**src/rtl/audio_sample_tx.sv**
```systemverilog
`timescale 1ns/1ps
`default_nettype none
// ============================================================================
// Module   : audio_sample_tx
// Purpose  : Buffers 16-bit mono samples and serializes them to the codec DAC
//            as left-justified stereo frames, with an Avalon-MM control slave.
// Revision : 1.0 - initial release
// ============================================================================
module audio_sample_tx #(
    parameter int BCLK_DIV   = 16,
    parameter int FIFO_DEPTH = 8
) (
    input  logic        clk,
    input  logic        reset,
    input  logic [15:0] sample_in,
    input  logic        sample_valid,
    output logic        sample_ready,
    input  logic [1:0]  address,
    input  logic        chipselect,
    input  logic        write,
    input  logic [31:0] writedata,
    output logic [31:0] readdata,
    output logic        irq,
    output logic        aud_bclk,
    output logic        aud_daclrck,
    output logic        aud_dacdat
);

    localparam int c_AW = $clog2(FIFO_DEPTH);
    localparam int c_CW = c_AW + 1;
    localparam int c_DW = $clog2(2 * BCLK_DIV);
    localparam logic [c_DW-1:0] c_RISE = c_DW'(BCLK_DIV - 1);
    localparam logic [c_DW-1:0] c_FALL = c_DW'(2 * BCLK_DIV - 1);
    localparam logic [c_CW-1:0] c_FULL = c_CW'(FIFO_DEPTH);

    logic [15:0]     r_mem [FIFO_DEPTH];
    logic [c_AW-1:0] r_wr_ptr;
    logic [c_AW-1:0] r_rd_ptr;
    logic [c_CW-1:0] r_count;
    logic            r_full;

    logic            r_enable;
    logic            r_irq_en;
    logic            r_flag;
    logic [15:0]     r_ucount;
    logic [15:0]     r_word;
    logic            r_started;
    logic [c_DW-1:0] r_div;
    logic [4:0]      r_slot;
    logic            r_bclk;
    logic            r_lrck;
    logic            r_dat;
    logic            r_irq;

    logic            w_wr_ctrl;
    logic            w_wr_ucnt;
    logic            w_en_next;
    logic            w_fall;
    logic            w_frame_start;
    logic            w_empty;
    logic            w_push;
    logic            w_pop;
    logic            w_underrun;
    logic [15:0]     w_next_word;
    logic [4:0]      w_next_slot;
    logic [c_CW-1:0] w_count_next;
    logic            w_unused;

    assign w_wr_ctrl    = chipselect & write & (address == 2'd0);
    assign w_wr_ucnt    = chipselect & write & (address == 2'd2);
    // Disabling must silence the outputs on the very edge that takes the write.
    assign w_en_next    = w_wr_ctrl ? writedata[0] : r_enable;
    assign w_fall       = r_started & (r_div == c_FALL);
    assign w_frame_start = w_en_next & r_enable &
                           (~r_started | (w_fall & (r_slot == 5'd31)));
    assign w_empty      = (r_count == '0);
    assign w_push       = sample_valid & ~r_full;
    assign w_pop        = w_frame_start & ~w_empty;
    assign w_underrun   = w_frame_start & w_empty;
    assign w_next_word  = w_empty ? 16'h0000 : r_mem[r_rd_ptr];
    assign w_next_slot  = r_slot + 5'd1;
    assign w_count_next = r_count + c_CW'(w_push) - c_CW'(w_pop);
    assign w_unused     = &{1'b0, writedata[31:3]};

    assign sample_ready = ~r_full;
    assign irq          = r_irq;
    assign aud_bclk     = r_bclk;
    assign aud_daclrck  = r_lrck;
    assign aud_dacdat   = r_dat;

    always_ff @(posedge clk) begin
        if (w_push) begin
            r_mem[r_wr_ptr] <= sample_in;
        end
    end

    always_ff @(posedge clk) begin
        if (reset) begin
            r_wr_ptr <= '0;
            r_rd_ptr <= '0;
            r_count  <= '0;
            r_full   <= 1'b0;
        end else begin
            if (w_push) begin
                r_wr_ptr <= r_wr_ptr + 1'b1;
            end
            if (w_pop) begin
                r_rd_ptr <= r_rd_ptr + 1'b1;
            end
            r_count <= w_count_next;
            r_full  <= (w_count_next == c_FULL);
        end
    end

    // Slot sequencer: r_div counts clk cycles inside the current slot.
    always_ff @(posedge clk) begin
        if (reset || !w_en_next) begin
            r_started <= 1'b0;
            r_div     <= '0;
            r_slot    <= 5'd0;
            r_bclk    <= 1'b0;
            r_lrck    <= 1'b0;
            r_dat     <= 1'b0;
        end else if (w_frame_start) begin
            r_started <= 1'b1;
            r_div     <= '0;
            r_slot    <= 5'd0;
            r_bclk    <= 1'b0;
            r_lrck    <= 1'b1;
            r_dat     <= w_next_word[15];
        end else if (r_started) begin
            if (r_div == c_RISE) begin
                r_bclk <= 1'b1;
                r_div  <= r_div + 1'b1;
            end else if (w_fall) begin
                r_bclk <= 1'b0;
                r_div  <= '0;
                r_slot <= w_next_slot;
                r_lrck <= ~w_next_slot[4];
                r_dat  <= r_word[~w_next_slot[3:0]];
            end else begin
                r_div  <= r_div + 1'b1;
            end
        end
    end

    always_ff @(posedge clk) begin
        if (reset) begin
            r_word   <= 16'h0000;
            r_enable <= 1'b0;
            r_irq_en <= 1'b0;
            r_flag   <= 1'b0;
            r_ucount <= 16'h0000;
            r_irq    <= 1'b0;
        end else begin
            if (w_frame_start) begin
                r_word <= w_next_word;
            end
            if (w_wr_ctrl) begin
                r_enable <= writedata[0];
                r_irq_en <= writedata[1];
            end
            // A new underrun wins over a software clear in the same cycle.
            if (w_underrun) begin
                r_flag <= 1'b1;
            end else if (w_wr_ctrl && writedata[2]) begin
                r_flag <= 1'b0;
            end
            if (w_wr_ucnt) begin
                r_ucount <= w_underrun ? 16'h0001 : 16'h0000;
            end else if (w_underrun && (r_ucount != 16'hFFFF)) begin
                r_ucount <= r_ucount + 16'h0001;
            end
            r_irq <= r_irq_en & r_flag;
        end
    end

    always_comb begin
        readdata = 32'h0000_0000;
        case (address)
            2'd0:    readdata = {30'd0, r_irq_en, r_enable};
            2'd1:    readdata = {21'd0, r_flag, r_full, w_empty, 1'b0, 7'(r_count)};
            2'd2:    readdata = {16'd0, r_ucount};
            default: readdata = {16'd0, r_word};
        endcase
    end

endmodule
`default_nettype wire

```
**config.mk**
```make
export PLATFORM = sky130hd
export DESIGN_NAME = audio_sample_tx
export DESIGN_NICKNAME = d
export VERILOG_FILES = /design/src/rtl/audio_sample_tx.sv
export SDC_FILE = /design/constraint.sdc
export NUM_CORES = 1
export LEC_CHECK = 0
export CAP_MARGIN = 20
export CELL_PAD_IN_SITES_DETAIL_PLACEMENT = 0
export CELL_PAD_IN_SITES_GLOBAL_PLACEMENT = 1
export CORE_MARGIN = 2
export CORE_UTILIZATION = 40
export DETAILED_ROUTE_END_ITERATION = 12
export MAX_ROUTING_LAYER = met4
export PLACE_DENSITY_LB_ADDON = 0.1
export SLEW_MARGIN = 20
export SYNTH_ARGS = -nofsm -noshare
export SYNTH_HDL_FRONTEND = slang
export SYNTH_SLANG_ARGS = --single-unit
```
**constraint.sdc**
```tcl
create_clock -name clk -period 3.8 [get_ports clk]
set_input_delay 0.76 -clock clk [delete_from_list [all_inputs] [get_ports clk]]
set_output_delay 0.76 -clock clk [all_outputs]
set_load 0.02 [all_outputs]
```
# Word-level counts from Yosys, hierarchy flattened
# Memories as Yosys holds them, arrays and structs flattened. A register that Yosys moved wholly into a read port is not among the register bits.
# Index checks and enable logic that the tools add are counted.
[totals]
memories = 1
input_bits = 55
register_bits = 61
ramBits = 128
word_cells = 92
output_inout_bits = 37
[mem_list]
columns = ["memory", "depth", "word_bits", "rd", "rd_clocked_by_memory_dff", "wr", "line", "rtl"]
rows = [
  ["r_mem", 8, 16, 1, 1, 1, "36", "logic [15:0] r_mem [FIFO_DEPTH];"],
]
[op_classes]
add_sub_neg = 7
order_cmp = 1
mux = 26
eq_ne = 8
n_reduce_logical = 15
bitwise = 18
[op_table]
columns = ["operator", "n"]
rows = [
  ["$mux 16", 3],
  ["$pmux 16 s3", 1],
  ["$mux 1", 17],
  ["$add 16x1->16 const B", 1],
  ["$ne 16x16->1 const B", 1],
  ["$and 1x1->1", 11],
  ["$add 5x1->5 const B", 2],
  ["$eq 5x5->1 const B", 2],
  ["$mux 5", 2],
  ["$reduce_bool 2->1", 5],
  ["$add 3x1->3 const B", 2],
  ["$mux 3", 2],
  ["$reduce_and 3->1", 2],
  ["$eq 5x4->1 const B", 1],
  ["$lt 4x5->1 const B", 1],
  ["$not 1->1", 5],
  ["$add 4x1->4", 1],
  ["$bmux 1 s4", 1],
  ["$eq 4x4->1 const B", 1],
  ["$logic_not 4->1", 1],
  ["$not 4->4", 1],
  ["$sub 4x1->4", 1],
  ["$eq 2x1->1 const B", 1],
  ["$eq 2x2->1 const B", 1],
  ["8 further kinds", 9],
]

# Longest topological paths before layout
[logic_depth]
depth_word = 9
mapped_depth = 14
depth_no_buf = 13

# Least setup slack after synthesis
# No wires, ideal clock.
[synth_timing]
kind = "input to register"
from = "input port sample_valid"
to = "memory r_mem[0][0] (enable)"
arrival_ns = 2.385
setup_ns = 0.409
setup_slack_ns = 1.005
path_stages = 4
required_ns = 3.391
path_buffers = 1
cell_sequence = "nor2b_1 -> clkbuf_1 -> nand2b_1 -> nor3_1"
[synth_via]
elab_chain_len = 3
[synth_rtl]
columns = ["element", "line", "rtl"]
rows = [
  ["from (decl)", "16", "input logic sample_valid,"],
  ["$and 1x1->1", "77", "assign w_push = sample_valid & ~r_full;"],
  ["$mux 1", "92", "if (w_push) begin"],
  ["$mux 1 (implied by the code)", "93", "r_mem[r_wr_ptr] <= sample_in;"],
  ["to (decl)", "36", ""],
]
# Every way passes these cells.

# Worst setup path in the final report
[layout_timing]
from = "input port address[0]"
to = "output port readdata[14]"
[layout_via]
elab_chain_len = 2
word_cells_on_any_way = 4
cone_classes = "2 x eq/ne; 1 x mux; 1 x reduce/logical"
[layout_rtl]
columns = ["element", "line", "rtl"]
rows = [
  ["from (decl)", "18", "input logic [1:0] address,"],
  ["$eq 2x2->1 (tied with other cells)", "180", "case (address)"],
  ["$pmux 16 s3 *", "180", ""],
  ["to (decl)", "22", "output logic [31:0] readdata,"],
]
# Every way passes the cells marked *; elsewhere a longest branch is shown, timed or not.

==> impl_results.md <==
- Post-DP HPWL: 11,320 µm
- Minimum clock period: 3.492 ns
- Detail Route Antenna Nets: 0
- Setup CP Type: in2out
- Power per cell area: 489.0 nW/µm²
- Longest Clk Path Bufs: 2
- Top cell type's share of synthesized area: 46.64%
- Sequential share of the synthesized area: 62.19%
- Clk pin slew, worst setup/hold paths: 0.07 ns
- Worst-margin pin slew: 0.7626 ns
- Die area: 21,770 µm²
- Routability congestion estimate: 0.7059
- Post-CTS sizing: 0
- Max Clock Freq: 286.4 MHz
- Simple-Gate Fraction of Synth Area: 9.748%
- Mapped Cells: 576
- Ys flop type: edfxtp_1
- Area contributors post-synth: edfxtp_1 47%, dfxtp_1 16%, mux4_2 10%
- Final core utilization: a little under half
- Critical path capture point type: primary output
- P_sw: 1.208 mW
- Leakage: between 3 and 4 nW
- Synth area leader: edfxtp_1
- Cells after DPL: ~880
- Count of final hold-check violations: 0
- Mux contribution to synthesized area: approximately 15%
- WL final: 16,840 µm
- Status: completed
- Final Non-Filler Cells: between 900 and 1,000
- Drt pass-1 iters: 4
- Fin Clk Skew: 0.01029 ns
- Setup total negative slack: 0 ns
- Worst VDD drop: 0.0003016 V
- Comb pwr share: between 10% and 20%
- Clock network fraction of total power: 37.2%
- I/O pin count: 92
- Largest family of logic cells by synthesized area: multiplexers
- Core Region: ~20,000 µm²
- CTS Sinks: 192
- Seq cells post-synth: 192
- Fin crit share: between 90% and 100%
- Yosys cell types: 55
- Initial Util: 40.72%
- Global-route wire length before repair: 26,670 µm
- Sw Ratio: 25.75%
- Syn. warnings: 0
- GRT Overall Usage: 16.76%
- Synth-to-Final Area Change: 16.43%
- Internal: around 3.5 mW
- Die H: about 150 µm
- Critical Path RT: 3.04 ns
- Sequential power share: around 52%
- Pwr Total: 4.692 mW
- DR iter-0 viols: 279
- Port-buffer cells: 46
- Count of hold buffers inserted by post-cts repair: 0
- # diodes: 0
- Crit-path max FO: 12
- FP Rows: 52
- H-tree lvl count: 4
- Skew-Pair Late Insertion Delay: 0.43 ns
- Number of setup buffers added after CTS: 0
- Layout cells sized above 1: 17.21%
- Die span in x: 147.5 µm
- Initial antenna violation count: 0
- Clock root buffer: clkbuf_16
- HP Class: reg2reg
- Final setup viols: 0
- Number of enable flip-flop cells after synthesis: 128
- Syn_area_per_cell: 14.31 µm²
- Worst EP arrival: 2.73 ns
- Count leader, synth: edfxtp_1
- Area share of fa/ha/maj cells after synthesis: 2.065%
- WL per Instance: about 18 µm
- Startpoint types: input port
- CTS buffer count: 17
- Max-slew violations: 0
- FFs w/ async S/R, synth: 0%
- Vias/cell: around 5.1
- Final hold slack: 0.4856 ns
- Total grt overflow: 0
- Synth Cell Area: 8240 µm²
- CTS tree: done
- Vias in the first global route: roughly 4,800
- Nets: 700
- Post-route DRC: 0
- RSZ-0062 raised after global routing: false
- Largest net degree at the start of global routing: 33
- Via count: 4,707
- Post-synth top cells: 128 x edfxtp_1, 65 x nor2_1, 64 x dfxtp_1
- Relative slew slack: about half
- Post-Synth XOR/XNOR Area: 1.488%
- Post-synthesis compound-gate area fraction: 5.861%
- Max cap viols: 0
per-layer routing:
layer  track usage (%)  wire length [µm]
met1             20.82              7602
met5                 -                 0
met2             28.14              8594
met3             3.673               530
met4             4.038               107
state kept, by name, summed over array words and instances (netlist names), 3 cells and up, named ones only:
name / flops
r_div: 5
r_ucount: 16
r_rd_ptr: 3
r_count: 4
r_mem: 128
r_wr_ptr: 3
r_word: 16
r_slot: 5
area by class of cell:
class                   count  area, µm²
fillers                  1778      10640
inverters                   8      30.03
repair buffers             65      628.1
clock inverters            15      158.9
flip-flops and latches    192       5126
well taps                 270      337.8
multi-input cells         348       2888
clock buffers              17      425.4
worst max-delay path: stages:
cell             delay [ns]
clkdlybuf4s50_1        0.76
buf_4                  0.29
mux2i_1                0.11
nor2b_1                0.16
clkdlybuf4s50_1        0.64
worst paths after layout:
check                    startpoint                     to  slack, ns  depth (start not counted)
max                      address[0]           readdata[14]       0.31                          5
min           r_irq_en$_SDFFE_PP0N_  r_irq_en$_SDFFE_PP0N_       0.49                          2
max reg2reg  r_slot[0]$_SDFFE_PP0P_      r_full$_SDFF_PP0_       0.90                         12
min reg2reg   r_irq_en$_SDFFE_PP0N_  r_irq_en$_SDFFE_PP0N_       0.49                          2
cells in the final DEF (no fill, tap or decap), types with 13 or more instances in the layout:
cell,instances
edfxtp_1,128
clkbuf_16,17
conb_1,16
mux4_2,38
nand2_1,29
clkdlybuf4s50_1,46
nor2_1,65
a21oi_1,33
mux2i_1,32
nor2b_1,13
dfxtp_1,63
buf_4,17
metrics by stage:
step	worst slack, ns	instance area (µm²)
2_1_floorplan	1.005	8297
3_3_place_gp	0.2308	9010
3_5_place_dp	0.2375	9010
4_1_cts	0.2834	9594
5_1_grt	0.2350	9594
6_report	0.3082	9594
power by group through the flow:
stage	Clock (mW)	Sequential, mW	Combinational (mW)
global route	1.88	2.44	0.578
CTS	1.79	2.42	0.534
global placement	0	2.46	0.524
detailed placement	0	2.47	0.532
floorplan	0	2.45	0.357
finish	1.75	2.42	0.521
cells by family after synthesis:
logic type | count (synthesis)
xor gates and xnor gates | 14
muxes | 75
and+or+nand+nor | 159
DFF | 192
adders and majority gates | 13
AOI/OAI and AO/OA | 71
buffers and inverters | 51
other | 1
(Power assumes the default switching activity.)
